### config.mk
export PLATFORM = sky130hd
export DESIGN_NAME = pipeline_ctrl
export DESIGN_NICKNAME = d
export VERILOG_FILES = /design/src/rtl/pipeline_pkg.sv /design/src/rtl/pipeline_ctrl_md_timer.sv /design/src/rtl/pipeline_ctrl.sv
export SDC_FILE = /design/constraint.sdc
export NUM_CORES = 1
export LEC_CHECK = 0
export CORE_AREA = 2 2 63 65
export CTS_CLUSTER_DIAMETER = 150
export CTS_CLUSTER_SIZE = 30
export DETAILED_ROUTE_END_ITERATION = 10
export DIE_AREA = 0 0 65 67
export MAX_ROUTING_LAYER = met4
export SKIP_LAST_GASP = 1
export SLEW_MARGIN = 20
export SYNTH_ARGS = -nofsm -noshare
export SYNTH_HDL_FRONTEND = slang
export SYNTH_SLANG_ARGS = --single-unit
export TNS_END_PERCENT = 1
### constraint.sdc
create_clock -name clk -period 2.6 [get_ports clk]
set_clock_uncertainty 0.1 [all_clocks]
set_input_delay 0.52 -clock clk [delete_from_list [all_inputs] [get_ports clk]]
set_output_delay 0.52 -clock clk [all_outputs]
set_load 0.02 [all_outputs]
### src/rtl/pipeline_pkg.sv
// Shared definitions for the pipeline hazard/stall controller: FSM states,
// forwarding select codes, register-number width and the hazard match rule.
package pipeline_pkg;

  localparam int unsigned REG_W = 5;

  typedef enum logic [1:0] {
    ST_RUN      = 2'd0,
    ST_LD_STALL = 2'd1,
    ST_MD_WAIT  = 2'd2
  } state_e;

  localparam logic [1:0] FWD_RF  = 2'd0;
  localparam logic [1:0] FWD_MEM = 2'd1;
  localparam logic [1:0] FWD_WB  = 2'd2;

  // Register 0 is hardwired, so it never creates a dependency.
  function automatic logic reg_match(input logic [REG_W-1:0] src,
                                     input logic             used,
                                     input logic [REG_W-1:0] dst,
                                     input logic             we);
    return used && we && (src != '0) && (src == dst);
  endfunction

endpackage

### src/rtl/pipeline_ctrl_md_timer.sv
// Multiply/divide latency timer: loads latency-1 on start, counts down,
// holds busy for the whole latency and flags done in the final busy cycle.
module md_timer #(
  parameter int unsigned MULT_CYCLES = 4,
  parameter int unsigned DIV_CYCLES  = 32
) (
  input  logic clk,
  input  logic rst_n,
  input  logic start_i,
  input  logic is_div_i,
  output logic busy_o,
  output logic done_o
);

  localparam int unsigned MAX_LAT = (MULT_CYCLES > DIV_CYCLES) ? MULT_CYCLES : DIV_CYCLES;
  localparam int unsigned CW      = (MAX_LAT > 1) ? $clog2(MAX_LAT) : 1;
  localparam logic [CW-1:0] MULT_LD = CW'(MULT_CYCLES - 1);
  localparam logic [CW-1:0] DIV_LD  = CW'(DIV_CYCLES - 1);

  logic [CW-1:0] cnt_q, cnt_d;
  logic          busy_q, busy_d;
  logic          done_q, done_d;

  // done is registered yet coincides with the count==0 cycle, so it is
  // computed from the next count value.
  always_comb begin
    cnt_d  = cnt_q;
    busy_d = busy_q;
    done_d = 1'b0;
    if (start_i) begin
      cnt_d  = is_div_i ? DIV_LD : MULT_LD;
      busy_d = 1'b1;
      done_d = (cnt_d == '0);
    end else if (busy_q) begin
      if (cnt_q == '0) begin
        busy_d = 1'b0;
      end else begin
        cnt_d  = cnt_q - CW'(1);
        done_d = (cnt_d == '0);
      end
    end
  end

  always_ff @(posedge clk or negedge rst_n) begin
    if (!rst_n) begin
      cnt_q  <= '0;
      busy_q <= 1'b0;
      done_q <= 1'b0;
    end else begin
      cnt_q  <= cnt_d;
      busy_q <= busy_d;
      done_q <= done_d;
    end
  end

  assign busy_o = busy_q;
  assign done_o = done_q;

endmodule

### src/rtl/pipeline_ctrl.sv
// 5-stage pipeline hazard controller: load-use / data stalls, branch flushes,
// mult/div issue stall and operand forwarding (PIPELINE_CTRL_FWD_EN).
module pipeline_ctrl
  import pipeline_pkg::*;
#(
  parameter int unsigned MULT_CYCLES = 4,
  parameter int unsigned DIV_CYCLES  = 32
) (
  input  logic             clk,
  input  logic             rst_n,
  input  logic [REG_W-1:0] id_rs,
  input  logic [REG_W-1:0] id_rt,
  input  logic             id_uses_rs,
  input  logic             id_uses_rt,
  input  logic [REG_W-1:0] ex_rd,
  input  logic             ex_reg_write,
  input  logic             ex_mem_read,
  input  logic [REG_W-1:0] mem_rd,
  input  logic             mem_reg_write,
  input  logic [REG_W-1:0] wb_rd,
  input  logic             wb_reg_write,
  input  logic             branch_taken,
  input  logic             md_start,
  input  logic             md_is_div,
  output logic             pc_en,
  output logic             if_id_en,
  output logic             if_id_flush,
  output logic             id_ex_flush,
  output logic [1:0]       fwd_a,
  output logic [1:0]       fwd_b,
  output logic             md_busy,
  output logic             md_done
);

  state_e state_q, state_d;
  logic   data_haz;
  logic   stall;
  logic   md_issue;
  logic   ex_hit_rs, ex_hit_rt, mem_hit_rs, mem_hit_rt;
  logic [1:0] fwd_a_raw, fwd_b_raw;

  assign ex_hit_rs  = reg_match(id_rs, id_uses_rs, ex_rd,  ex_reg_write);
  assign ex_hit_rt  = reg_match(id_rt, id_uses_rt, ex_rd,  ex_reg_write);
  assign mem_hit_rs = reg_match(id_rs, id_uses_rs, mem_rd, mem_reg_write);
  assign mem_hit_rt = reg_match(id_rt, id_uses_rt, mem_rd, mem_reg_write);

`ifdef PIPELINE_CTRL_FWD_EN
  localparam logic LD_ENTRY = 1'b1;
  logic wb_hit_rs, wb_hit_rt;

  assign wb_hit_rs = reg_match(id_rs, id_uses_rs, wb_rd, wb_reg_write);
  assign wb_hit_rt = reg_match(id_rt, id_uses_rt, wb_rd, wb_reg_write);
  assign data_haz  = ex_mem_read && (ex_hit_rs || ex_hit_rt);
  assign fwd_a_raw = mem_hit_rs ? FWD_MEM : (wb_hit_rs ? FWD_WB : FWD_RF);
  assign fwd_b_raw = mem_hit_rt ? FWD_MEM : (wb_hit_rt ? FWD_WB : FWD_RF);
`else
  // Without forwarding the stall is re-evaluated every cycle, so LD_STALL is never used.
  localparam logic LD_ENTRY = 1'b0;
  logic unused_nofwd;

  assign unused_nofwd = ^{ex_mem_read, wb_rd, wb_reg_write};
  assign data_haz  = ex_hit_rs || ex_hit_rt || mem_hit_rs || mem_hit_rt;
  assign fwd_a_raw = FWD_RF;
  assign fwd_b_raw = FWD_RF;
`endif

  always_comb begin
    state_d     = state_q;
    pc_en       = 1'b1;
    if_id_en    = 1'b1;
    if_id_flush = 1'b0;
    id_ex_flush = 1'b0;

    // A taken branch squashes ID, so its stalls and mult/div issue are moot.
    stall    = !branch_taken &&
               ((data_haz && (state_q != ST_LD_STALL)) ||
                (md_start && (state_q == ST_MD_WAIT)));
    md_issue = md_start && !branch_taken && !stall && (state_q != ST_MD_WAIT);

    case (state_q)
      ST_RUN: begin
        if (md_issue)              state_d = ST_MD_WAIT;
        else if (LD_ENTRY && stall) state_d = ST_LD_STALL;
      end
      ST_LD_STALL: state_d = md_issue ? ST_MD_WAIT : ST_RUN;
      ST_MD_WAIT:  if (md_done) state_d = ST_RUN;
      default:     state_d = ST_RUN;
    endcase

    if (rst_n) begin
      pc_en       = !stall;
      if_id_en    = !stall;
      if_id_flush = branch_taken;
      id_ex_flush = branch_taken || stall;
    end
  end

  assign fwd_a = rst_n ? fwd_a_raw : FWD_RF;
  assign fwd_b = rst_n ? fwd_b_raw : FWD_RF;

  always_ff @(posedge clk or negedge rst_n) begin
    if (!rst_n) state_q <= ST_RUN;
    else        state_q <= state_d;
  end

  md_timer #(
    .MULT_CYCLES (MULT_CYCLES),
    .DIV_CYCLES  (DIV_CYCLES)
  ) u_md_timer (
    .clk      (clk),
    .rst_n    (rst_n),
    .start_i  (md_issue),
    .is_div_i (md_is_div),
    .busy_o   (md_busy),
    .done_o   (md_done)
  );

endmodule

Yosys cells after proc, flatten, opt, wreduce, memory -nomap -nowiden
Cells that the tools add are included.
Widths: inputs -> output; s select.
{"block": "totals", "reg_bits": 9}
{"block": "op_classes", "addsub": 1, "eq_ne": 11, "mux": 17, "reduce_logical": 34}
{"op": "$eq 5x5->1", "count": 4}
{"op": "$mux 5", "count": 4}
{"op": "$logic_and 1x1->1", "count": 18}
{"op": "$logic_not 5->1", "count": 3}
{"op": "$reduce_bool 5->1", "count": 2}
{"op": "$mux 1", "count": 9}
{"op": "$mux 2", "count": 3}
{"op": "$ne 2x2->1 const B", "count": 3}
{"op": "$pmux 2 s3", "count": 1}
{"op": "$logic_or 1x1->1", "count": 5}
{"op": "$sub 5x1->5 const B", "count": 1}
{"op": "$ne 2x1->1 const B", "count": 2}
{"op": "$reduce_and 2->1", "count": 2}
{"op": "$eq 2x1->1 const B", "count": 1}
{"op": "$eq 2x2->1 const B", "count": 1}
{"op": "$logic_not 1->1", "count": 2}
{"op": "$logic_not 2->1", "count": 1}
{"op": "$reduce_bool 2->1", "count": 1}

Longest topological paths before layout
Gate-level depths: netlist (run 1).
{"block": "logic_depth", "word_depth": 14, "ltp_mapped": 7, "mapped_depth_nobuf": 7}

By module
A second synthesis (run 1) with hierarchy kept.
{"block": "unflattened", "cells_unflattened": 90, "hier_area_um2": 788.3}
{"module": "md_timer", "n_inst": 1, "cells_per_inst": 41, "area_per_inst_um2": 395.4}
{"module": "pipeline_ctrl", "n_inst": 1, "cells_per_inst": 49, "area_per_inst_um2": 392.9}

Least setup slack after synthesis (run 1)
OpenSTA, ideal clock, no wires.
{"block": "synth_path", "kind": "input -> output", "startpoint": "in id_rt[0]", "endpoint": "out pc_en", "arrival_ns": 2.175, "required_ns": 1.980, "slack_ns": -0.195, "stages": 5, "path_buffers": 1, "path_cell_list": "or4_1 > o21ai_2 > o22ai_1 > o21ai_0 > buf_4"}
{"block": "synth_between", "elab_chain_len": 11}
{"item": "start: declaration", "line": "pipeline_ctrl.sv:12", "text": "input logic [REG_W-1:0] id_rt,"}
{"item": "$reduce_bool 5->1", "line": "pipeline_pkg.sv:22", "text": "return used && we && (src != '0) && (src == dst);"}
{"item": "$logic_and 1x1->1 (2 in a row)", "line": "pipeline_pkg.sv:22"}
{"item": "$logic_or 1x1->1 (2 in a row)", "line": "pipeline_ctrl.sv:62", "text": "assign data_haz = ex_hit_rs || ex_hit_rt || mem_hit_rs || mem_hit_rt;"}
{"item": "$logic_or 1x1->1 *", "line": "pipeline_ctrl.sv:62"}
{"item": "$logic_and 1x1->1 *", "line": "pipeline_ctrl.sv:76", "text": "((data_haz && (state_q != ST_LD_STALL)) ||"}
{"item": "$logic_or 1x1->1 *", "line": "pipeline_ctrl.sv:76"}
{"item": "$logic_and 1x1->1 *", "line": "pipeline_ctrl.sv:75", "text": "stall = !branch_taken &&"}
{"item": "$logic_not 1->1 *"}
{"item": "$mux 1 *"}
{"item": "end: declaration", "line": "pipeline_ctrl.sv:25", "text": "output logic pc_en,"}
Every way passes the cells marked *; elsewhere a longest branch is shown, timed or not.

Final worst setup path (run 1)
{"block": "layout_path", "startpoint": "in id_rs[0]", "endpoint": "out id_ex_flush"}
{"block": "layout_between", "elab_chain_len": 11}
{"item": "start: declaration", "line": "pipeline_ctrl.sv:11", "text": "input logic [REG_W-1:0] id_rs,"}
{"item": "$reduce_bool 5->1", "line": "pipeline_pkg.sv:22"}
{"item": "$logic_and 1x1->1 (2 in a row)", "line": "pipeline_pkg.sv:22"}
{"item": "$logic_or 1x1->1", "line": "pipeline_ctrl.sv:62"}
{"item": "$logic_or 1x1->1 * (2 in a row)", "line": "pipeline_ctrl.sv:62"}
{"item": "$logic_and 1x1->1 *", "line": "pipeline_ctrl.sv:76"}
{"item": "$logic_or 1x1->1 *", "line": "pipeline_ctrl.sv:76"}
{"item": "$logic_and 1x1->1 *", "line": "pipeline_ctrl.sv:75"}
{"item": "$logic_or 1x1->1 *", "line": "pipeline_ctrl.sv:94", "text": "id_ex_flush = branch_taken || stall;"}
{"item": "$mux 1 *", "line": "pipeline_ctrl.sv:90", "text": "if (rst_n) begin"}
{"item": "end: declaration", "line": "pipeline_ctrl.sv:28", "text": "output logic id_ex_flush,"}
Marks and branches as above.

==> report_table.html, run 1 <==
<table>
<tr><th>Metric</th><th>Value</th></tr>
<tr><th colspan="2">Timing</th></tr>
<tr><td>Number of failing setup endpoints in the final timing report</td><td>0</td></tr>
<tr><td>Post-route setup slack</td><td>0.0419 ns</td></tr>
<tr><td>Final Slew Violations</td><td>0</td></tr>
<tr><td>Maximum achievable frequency</td><td>391 MHz</td></tr>
<tr><td>Final clock period utilization by the worst path</td><td>0.984</td></tr>
<tr><td>Hold Violations, Final</td><td>0</td></tr>
<tr><td>Setup repair after global routing missed its margin</td><td>false</td></tr>
<tr><td>Period minus WS final</td><td>2.56 ns</td></tr>
<tr><th colspan="2">Finish</th></tr>
<tr><td>Post-synthesis to final-layout area growth</td><td>71.0%</td></tr>
<tr><td>Area occupied by registers</td><td>200 sq um</td></tr>
<tr><td>Total number of nets in the final design</td><td>183</td></tr>
<tr><td>Commonest non-fill, non-tap cell in the layout</td><td>buf_4</td></tr>
<tr><td>Non-Filler Instances</td><td>190</td></tr>
<tr><td>Layout cells sized above 1</td><td>0.352</td></tr>
<tr><td>Area of the multi-input gates</td><td>632 sq um</td></tr>
<tr><td>Antenna fix cells</td><td>0</td></tr>
<tr><td>Most frequent cells in the layout</td><td>19 x buf_4, 16 x xor2_1, 11 x clkdlybuf4s50_1</td></tr>
<tr><td>Filler cells</td><td>372</td></tr>
<tr><td>Total non-filler cell area in the finished layout</td><td>0.00139 sq mm</td></tr>
<tr><th colspan="2">Clocking</th></tr>
<tr><td># hold bufs at CTS</td><td>0</td></tr>
<tr><td>Master cell of the clock root buffer</td><td>clkbuf_8</td></tr>
<tr><td>Clock buffer depth</td><td>2</td></tr>
<tr><td>CTS tree</td><td>done</td></tr>
<tr><td>Number of CTS-inserted buffers</td><td>3</td></tr>
<tr><td>Clock Pin Slew Worst Setup and Hold Paths</td><td>0.04 ns</td></tr>
<tr><td>CTS sink cnt</td><td>8</td></tr>
<tr><td>Number of H-tree branching levels</td><td>1</td></tr>
<tr><td>Worst-Skew Late Latency</td><td>0.23 ns</td></tr>
<tr><th colspan="2">Synthesis</th></tr>
<tr><td>Library cell occupying the most area in the post-synthesis netlist</td><td>dfrtp_1</td></tr>
<tr><td>Post-synthesis sequential area ratio</td><td>0.247</td></tr>
<tr><td>Count of cell types in the netlist</td><td>31</td></tr>
<tr><td>Fraction of synthesized cell area taken by the top area cell type</td><td>0.247</td></tr>
<tr><td>Post-synthesis instance area</td><td>811 sq um</td></tr>
<tr><td>Number of storage elements in the synthesis netlist</td><td>8</td></tr>
<tr><td>Leading cell types by total area after synthesis</td><td>dfrtp_1 25%, xor2_1 18%, xnor2_1 6.5%, buf_4 4.6%, ha_1 4.6%</td></tr>
<tr><td>Avg Inst Size Synth</td><td>9.32 sq um</td></tr>
<tr><td>Number of standard cells after synthesis</td><td>87</td></tr>
<tr><td>Count of synthesis-stage warnings from yosys</td><td>0</td></tr>
<tr><th colspan="2">Floorplan</th></tr>
<tr><td>Total Die Area</td><td>0.00436 sq mm</td></tr>
<tr><td>Effective utilization at floorplan</td><td>0.225</td></tr>
<tr><td>Core ar.</td><td>0.00361 sq mm</td></tr>
<tr><td>Count of standard-cell rows</td><td>22</td></tr>
<tr><td>Die Height</td><td>67 um</td></tr>
<tr><td>Die width</td><td>65 um</td></tr>
<tr><td>I/O pin total</td><td>46</td></tr>
<tr><th colspan="2">Hold path</th></tr>
<tr><td>HP Class</td><td>reg2reg</td></tr>
<tr><th colspan="2">Setup path</th></tr>
<tr><td>Critical Path Start Type</td><td>primary input</td></tr>
<tr><td>Worst setup EP type</td><td>primary output</td></tr>
<tr><td>Data required time at the worst endpoint</td><td>1.98 ns</td></tr>
<tr><td>Kind of critical path</td><td>in2out</td></tr>
<tr><td>Max FO, Critical Path</td><td>2</td></tr>
<tr><td>Arrival time reported for the critical path endpoint</td><td>1.94 ns</td></tr>
<tr><th colspan="2">Detailed routing</th></tr>
<tr><td>Total length of routed wires</td><td>2.48 mm</td></tr>
<tr><td>Vias/cell</td><td>4.38</td></tr>
<tr><td>Detailed-route wire length per cell</td><td>13.1 um</td></tr>
<tr><td>Post-route DRC violation count</td><td>0</td></tr>
<tr><td>Vias</td><td>832</td></tr>
<tr><td>Metal1 wirelength</td><td>1.04 mm</td></tr>
<tr><td>Uppermost layer routed</td><td>met4</td></tr>
<tr><td>Met3 wire len</td><td>166 um</td></tr>
<tr><td>Pre-antenna DRT Iters</td><td>2</td></tr>
<tr><td>Routed length on met2</td><td>1.22 mm</td></tr>
<tr><td>Number of nets with antenna violations after detailed routing</td><td>0</td></tr>
<tr><td>Initial drt markers</td><td>10</td></tr>
<tr><th colspan="2">Power</th></tr>
<tr><td>Tot Pwr</td><td>0.834 mW</td></tr>
<tr><td>Power per cell area</td><td>601 mW/mm^2</td></tr>
<tr><td>Max VDD drop</td><td>0.529 mV</td></tr>
<tr><td>Leakage</td><td>0.628 nW</td></tr>
<tr><th colspan="2">GRT</th></tr>
<tr><td>Maximum number of pins on one net before global-route repair</td><td>9</td></tr>
<tr><td>Initial antenna violation count</td><td>0</td></tr>
<tr><td>Overall routing resource usage</td><td>0.123</td></tr>
<tr><td>First-pass GRT wire length</td><td>3.86 mm</td></tr>
<tr><td>Via count of the first global-routing pass</td><td>875</td></tr>
<tr><td>Remaining Overflow, GRT</td><td>0</td></tr>
<tr><th colspan="2">Place</th></tr>
<tr><td>Placed Instance Area</td><td>0.00129 sq mm</td></tr>
<tr><td>IO Port Bufs</td><td>34</td></tr>
<tr><td>Gpl congestion</td><td>0.784</td></tr>
<tr><td>Inst Count DP</td><td>181</td></tr>
<tr><td>Post-DP HPWL</td><td>1.93 mm</td></tr>
<tr><td>Pre-CTS setup slack</td><td>-0.682 ns</td></tr>
<tr><th colspan="2">Flow run</th></tr>
<tr><td>Max Cap Violations</td><td>0</td></tr>
<tr><th colspan="2">Status</th></tr>
<tr><td>Status</td><td>complete, no violations</td></tr>
</table>
-- layout make-up --
type                       instances  share of cell area
clock buffer                       3              0.0298
inverter                           5              0.0135
multi-input combinational         72               0.456
sequential                         8               0.144
tap                               48              0.0433
timing repair buffer              54               0.313
-- kinds of logic after synthesis --
kind of cell,count (synthesis),synth area share
muxes,3,0.0432
DFF,8,0.247
xor gates and xnor gates,23,0.248
adders and majority gates,3,0.0463
buffers and inverters,10,0.0695
other,1,0.00463
and+or+nand+nor,25,0.187
AOI/OAI and AO/OA,14,0.154
-- stage by stage --
step / hold WS [ns] / setup TNS [ns] / utilization
2_1_floorplan: 0.124 / 0 / -
3_3_place_gp: 0.349 / -1.98 / 0.358
3_5_place_dp: 0.355 / -2.04 / 0.358
4_1_cts: 0.362 / 0 / 0.383
5_1_grt: 0.398 / 0 / 0.384
6_report: 0.354 / 0 / 0.384
-- synthesized netlist by cell type --
cell / instances
a32oi_1: 2
o41ai_2: 1
o211ai_1: 1
and2_1: 4
o221ai_4: 1
ha_1: 3
a21oi_1: 1
conb_1: 1
or4_1: 1
xnor2_1: 6
nand2b_1: 1
nor4b_1: 1
buf_4: 5
and3_2: 1
nand3_1: 1
o21ai_0: 4
mux2i_1: 2
o22ai_1: 1
inv_1: 5
nor2b_1: 2
nand2_1: 5
or4_4: 1
o21ai_2: 2
dfrtp_1: 8
nor4_1: 4
nor3b_1: 1
o31a_1: 1
or3_1: 1
nor3_1: 2
mux2_4: 1
xor2_1: 17
-- routing by layer --
metal / vias up / track usage
met5: - / -
met3: 5 / 0.0253
li1: 408 / -
met4: 0 / 0.0718
met2: 31 / 0.216
met1: 388 / 0.127
-- worst paths after layout --
path | from | end | slack, ns | cells after the start
setup reg to reg | u_md_timer.cnt_q[0] | u_md_timer.done_o | 0.81 | 7
max in group asynchronous | rst_n | u_md_timer.cnt_q[3] | 1.71 | 2
min in group asynchronous | rst_n | u_md_timer.cnt_q[0] | 0.57 | 2
hold reg to reg | u_md_timer.done_o | state_q[1] | 0.35 | 1
setup / recovery | id_rs[0] | id_ex_flush | 0.04 | 6
hold / removal | u_md_timer.done_o | state_q[1] | 0.35 | 1
-- repair_timing --
item	in CTS	in global routing
buffers inserted	4	2
endpoints found under the setup margin	3	3
pin swaps	11	10
gates resized for setup	43	23
-- flip-flops by register name, summed over array words and instances, names as in the netlist --
register           count
u_md_timer.busy_o      1
u_md_timer.cnt_q       5
state_q                1
u_md_timer.done_o      1
-- worst max-delay path, cell delays in order --
cell and delay, ns:
clkdlybuf4s15_1 0.20, or4_4 0.53, o21ai_4 0.15, o22ai_2 0.11, o31a_1 0.29, buf_6 0.13
-- report_power, final --
group	internal [mW]	switching (mW)	leakage, nW	total [mW]
combinational	0.228	0.210	0.513	0.437
sequential	0.184	0.0615	0.0935	0.246
clock	0.100	0.0504	0.0216	0.151
total	0.512	0.322	0.628	0.834
Power figures use the tool's default switching activity.
==> inputs of run 2 (changes only) <==
Settings changed: CTS_CLUSTER_DIAMETER 150 to 30.
Clock period 2.6 ns to 2.45 ns, I/O delays scaled along.
==> run 2 against run 1 <==
Power rose by 6.3%. Sequential power is 7% higher. Register-to-register slack lost 0.15 ns. Cell count decreased by 2.6%. Clock power hardly changed. Sequential share of layout area up 0.18 points. Critical path depth unchanged. Count of clock-buffer cells in the layout stayed put. Critical endpoint unchanged. Routed wire length fell by 6.1%. Die area stayed put.
==> report_table.html, run 2 (synthesis results as in run 1) <==
<table>
<tr><th>Metric</th><th>Value</th></tr>
<tr><th colspan="2">Status</th></tr>
<tr><td>Status</td><td>complete, no violations</td></tr>
<tr><th colspan="2">Floorplan</th></tr>
<tr><td>Total Die Area</td><td>0.00436 sq mm</td></tr>
<tr><td>I/O pin total</td><td>46</td></tr>
<tr><td>Core ar.</td><td>0.00361 sq mm</td></tr>
<tr><td>Die Height</td><td>67 um</td></tr>
<tr><td>Effective utilization at floorplan</td><td>0.225</td></tr>
<tr><td>Count of standard-cell rows</td><td>22</td></tr>
<tr><td>Die width</td><td>65 um</td></tr>
<tr><th colspan="2">Finish</th></tr>
<tr><td>Total number of nets in the final design</td><td>178</td></tr>
<tr><td>Post-synthesis to final-layout area growth</td><td>68.8%</td></tr>
<tr><td>Largest register FFs</td><td>5</td></tr>
<tr><td>Most frequent cells in the layout</td><td>14 x xor2_1, 14 x buf_4, 10 x clkdlybuf4s50_1</td></tr>
<tr><td>Register ranked first by flip-flop count</td><td>u_md_timer.cnt_q</td></tr>
<tr><td>Antenna fix cells</td><td>0</td></tr>
<tr><td>Layout cells sized above 1</td><td>0.409</td></tr>
<tr><th colspan="2">Detailed routing</th></tr>
<tr><td>Vias</td><td>801</td></tr>
<tr><td>Detailed-route wire length per cell</td><td>12.6 um</td></tr>
<tr><td>Post-route DRC violation count</td><td>0</td></tr>
<tr><td>Total length of routed wires</td><td>2.33 mm</td></tr>
<tr><td>Initial drt markers</td><td>15</td></tr>
<tr><td>Number of nets with antenna violations after detailed routing</td><td>0</td></tr>
<tr><td>Pre-antenna DRT Iters</td><td>4</td></tr>
<tr><td>Vias/cell</td><td>4.33</td></tr>
<tr><th colspan="2">Timing</th></tr>
<tr><td>Final Slew Violations</td><td>0</td></tr>
<tr><td>Setup repair after global routing missed its margin</td><td>true</td></tr>
<tr><td>Number of failing setup endpoints in the final timing report</td><td>0</td></tr>
<tr><td>Hold Violations, Final</td><td>0</td></tr>
<tr><td>Maximum achievable frequency</td><td>413 MHz</td></tr>
<tr><td>Final clock period utilization by the worst path</td><td>0.989</td></tr>
<tr><td>Period minus WS final</td><td>2.42 ns</td></tr>
<tr><td>Fin Setup TNS</td><td>0 ns</td></tr>
<tr><td>Hold_ws</td><td>0.359 ns</td></tr>
<tr><th colspan="2">Setup path</th></tr>
<tr><td>Max FO, Critical Path</td><td>2</td></tr>
<tr><td>Capture point of the worst reg-to-reg path</td><td>u_md_timer.cnt_q[3]</td></tr>
<tr><td>Kind of critical path</td><td>in2out</td></tr>
<tr><td>Worst reg-to-reg path cell count</td><td>8</td></tr>
<tr><td>Data required time at the worst endpoint</td><td>1.86 ns</td></tr>
<tr><td>Worst setup EP type</td><td>primary output</td></tr>
<tr><td>Arrival time reported for the critical path endpoint</td><td>1.83 ns</td></tr>
<tr><td>Critical Path Start Type</td><td>primary input</td></tr>
<tr><td>Reg-to-reg slack, setup</td><td>0.66 ns</td></tr>
<tr><td>Startpoint of the worst-slack reg-to-reg timing path</td><td>u_md_timer.cnt_q[0]</td></tr>
<tr><th colspan="2">Clocking</th></tr>
<tr><td># hold bufs at CTS</td><td>0</td></tr>
<tr><td>Clock buffer depth</td><td>2</td></tr>
<tr><td>Number of CTS-inserted buffers</td><td>3</td></tr>
<tr><td>Clock Pin Slew Worst Setup and Hold Paths</td><td>0.04 ns</td></tr>
<tr><td>Master cell of the clock root buffer</td><td>clkbuf_8</td></tr>
<tr><td>Worst-Skew Late Latency</td><td>0.22 ns</td></tr>
<tr><td>CTS tree</td><td>done</td></tr>
<tr><td>Number of H-tree branching levels</td><td>1</td></tr>
<tr><td>CTS sink cnt</td><td>8</td></tr>
<tr><th colspan="2">GRT</th></tr>
<tr><td>Maximum number of pins on one net before global-route repair</td><td>9</td></tr>
<tr><td>Remaining Overflow, GRT</td><td>0</td></tr>
<tr><td>Via count of the first global-routing pass</td><td>824</td></tr>
<tr><td>Initial antenna violation count</td><td>0</td></tr>
<tr><td>Overall routing resource usage</td><td>0.115</td></tr>
<tr><td>First-pass GRT wire length</td><td>3.72 mm</td></tr>
<tr><th colspan="2">Hold path</th></tr>
<tr><td>Hold Crit Endpoint</td><td>state_q[1]</td></tr>
<tr><td>HP Class</td><td>reg2reg</td></tr>
<tr><td>Hold depth</td><td>1</td></tr>
<tr><td>Hold Path Origin</td><td>u_md_timer.done_o</td></tr>
<tr><th colspan="2">Flow run</th></tr>
<tr><td>Max Cap Violations</td><td>0</td></tr>
<tr><th colspan="2">Power</th></tr>
<tr><td>Switching share of power</td><td>0.387</td></tr>
<tr><td>Leakage</td><td>0.611 nW</td></tr>
<tr><td>Tot Pwr</td><td>0.886 mW</td></tr>
<tr><td>Pint</td><td>0.543 mW</td></tr>
<tr><td>Switch Pwr</td><td>0.343 mW</td></tr>
<tr><td>Power per cell area</td><td>647 mW/mm^2</td></tr>
<tr><td>Share of total power in sequential cells</td><td>0.298</td></tr>
<tr><td>Clock network power share</td><td>0.174</td></tr>
<tr><td>Combinational share of power</td><td>0.527</td></tr>
<tr><td>Max VDD drop</td><td>0.404 mV</td></tr>
<tr><th colspan="2">Place</th></tr>
<tr><td>Gpl congestion</td><td>0.810</td></tr>
<tr><td>IO Port Bufs</td><td>34</td></tr>
<tr><td>Post-DP HPWL</td><td>1.85 mm</td></tr>
</table>
[run 2: how the worst max path moves through the flow]
| stage | from | to | depth (start not counted) |
|---|---|---|---|
| 2_1_floorplan | id_rt[0] | pc_en | 5 |
| 3_3_place_gp | id_rt[3] | id_ex_flush | 7 |
| 3_5_place_dp | id_rt[0] | id_ex_flush | 6 |
| 4_1_cts | id_rs[3] | id_ex_flush | 6 |
| 5_1_grt | ex_rd[3] | id_ex_flush | 7 |
| 6_report | id_rs[1] | id_ex_flush | 6 |
[run 2: power groups by stage]
stage                     Clock, mW  Sequential (mW)  Combinational, mW
after floorplan                   0            0.261              0.280
after global placement            0            0.260              0.447
after detailed placement          0            0.263              0.462
after CTS                     0.162            0.264              0.463
after global routing          0.174            0.277              0.519
final                         0.154            0.264              0.467
[run 2: metal layers]
layer / vias up / wire (um) / track usage
li1: 398 / - / -
met1: 373 / 1000 / 0.128
met2: 28 / 1170 / 0.205
met3: 2 / 149 / 0.0236
met4: 0 / 8 / 0.0399
met5: - / 0 / -
[run 2: per-stage QoR]
stage               std cells  utilization  worst slack, ns  instance area, sq um
floorplan                  90            -           0.0335                   826
global placement          180        0.357           -0.800                  1290
detailed placement        180        0.357           -0.800                  1290
CTS                       184        0.372          0.00236                  1340
global route              185        0.380          -0.0236                  1370
finish                    185        0.380           0.0275                  1370
[run 2: final cells by class]
cell class / count / area [sq um]
clock buffers: 3 / 41.3
fillers: 381 / 2240
inverters: 5 / 18.8
multi-input cells: 72 / 662
flip-flops and latches: 8 / 200
well taps: 48 / 60.1
repair buffers: 49 / 387
[run 2: worst max-delay path: stages]
cell and delay [ns]:
buf_2 0.11, or4_4 0.54, o21ai_4 0.15, o22ai_2 0.10, o31a_1 0.30, buf_6 0.13
[run 2: timing repair]
action / CTS / global route
buffers inserted: 1 / 1
resized for setup: 67 / 24
endpoints found under the setup margin: 3 / 3
pin swaps: 14 / 12
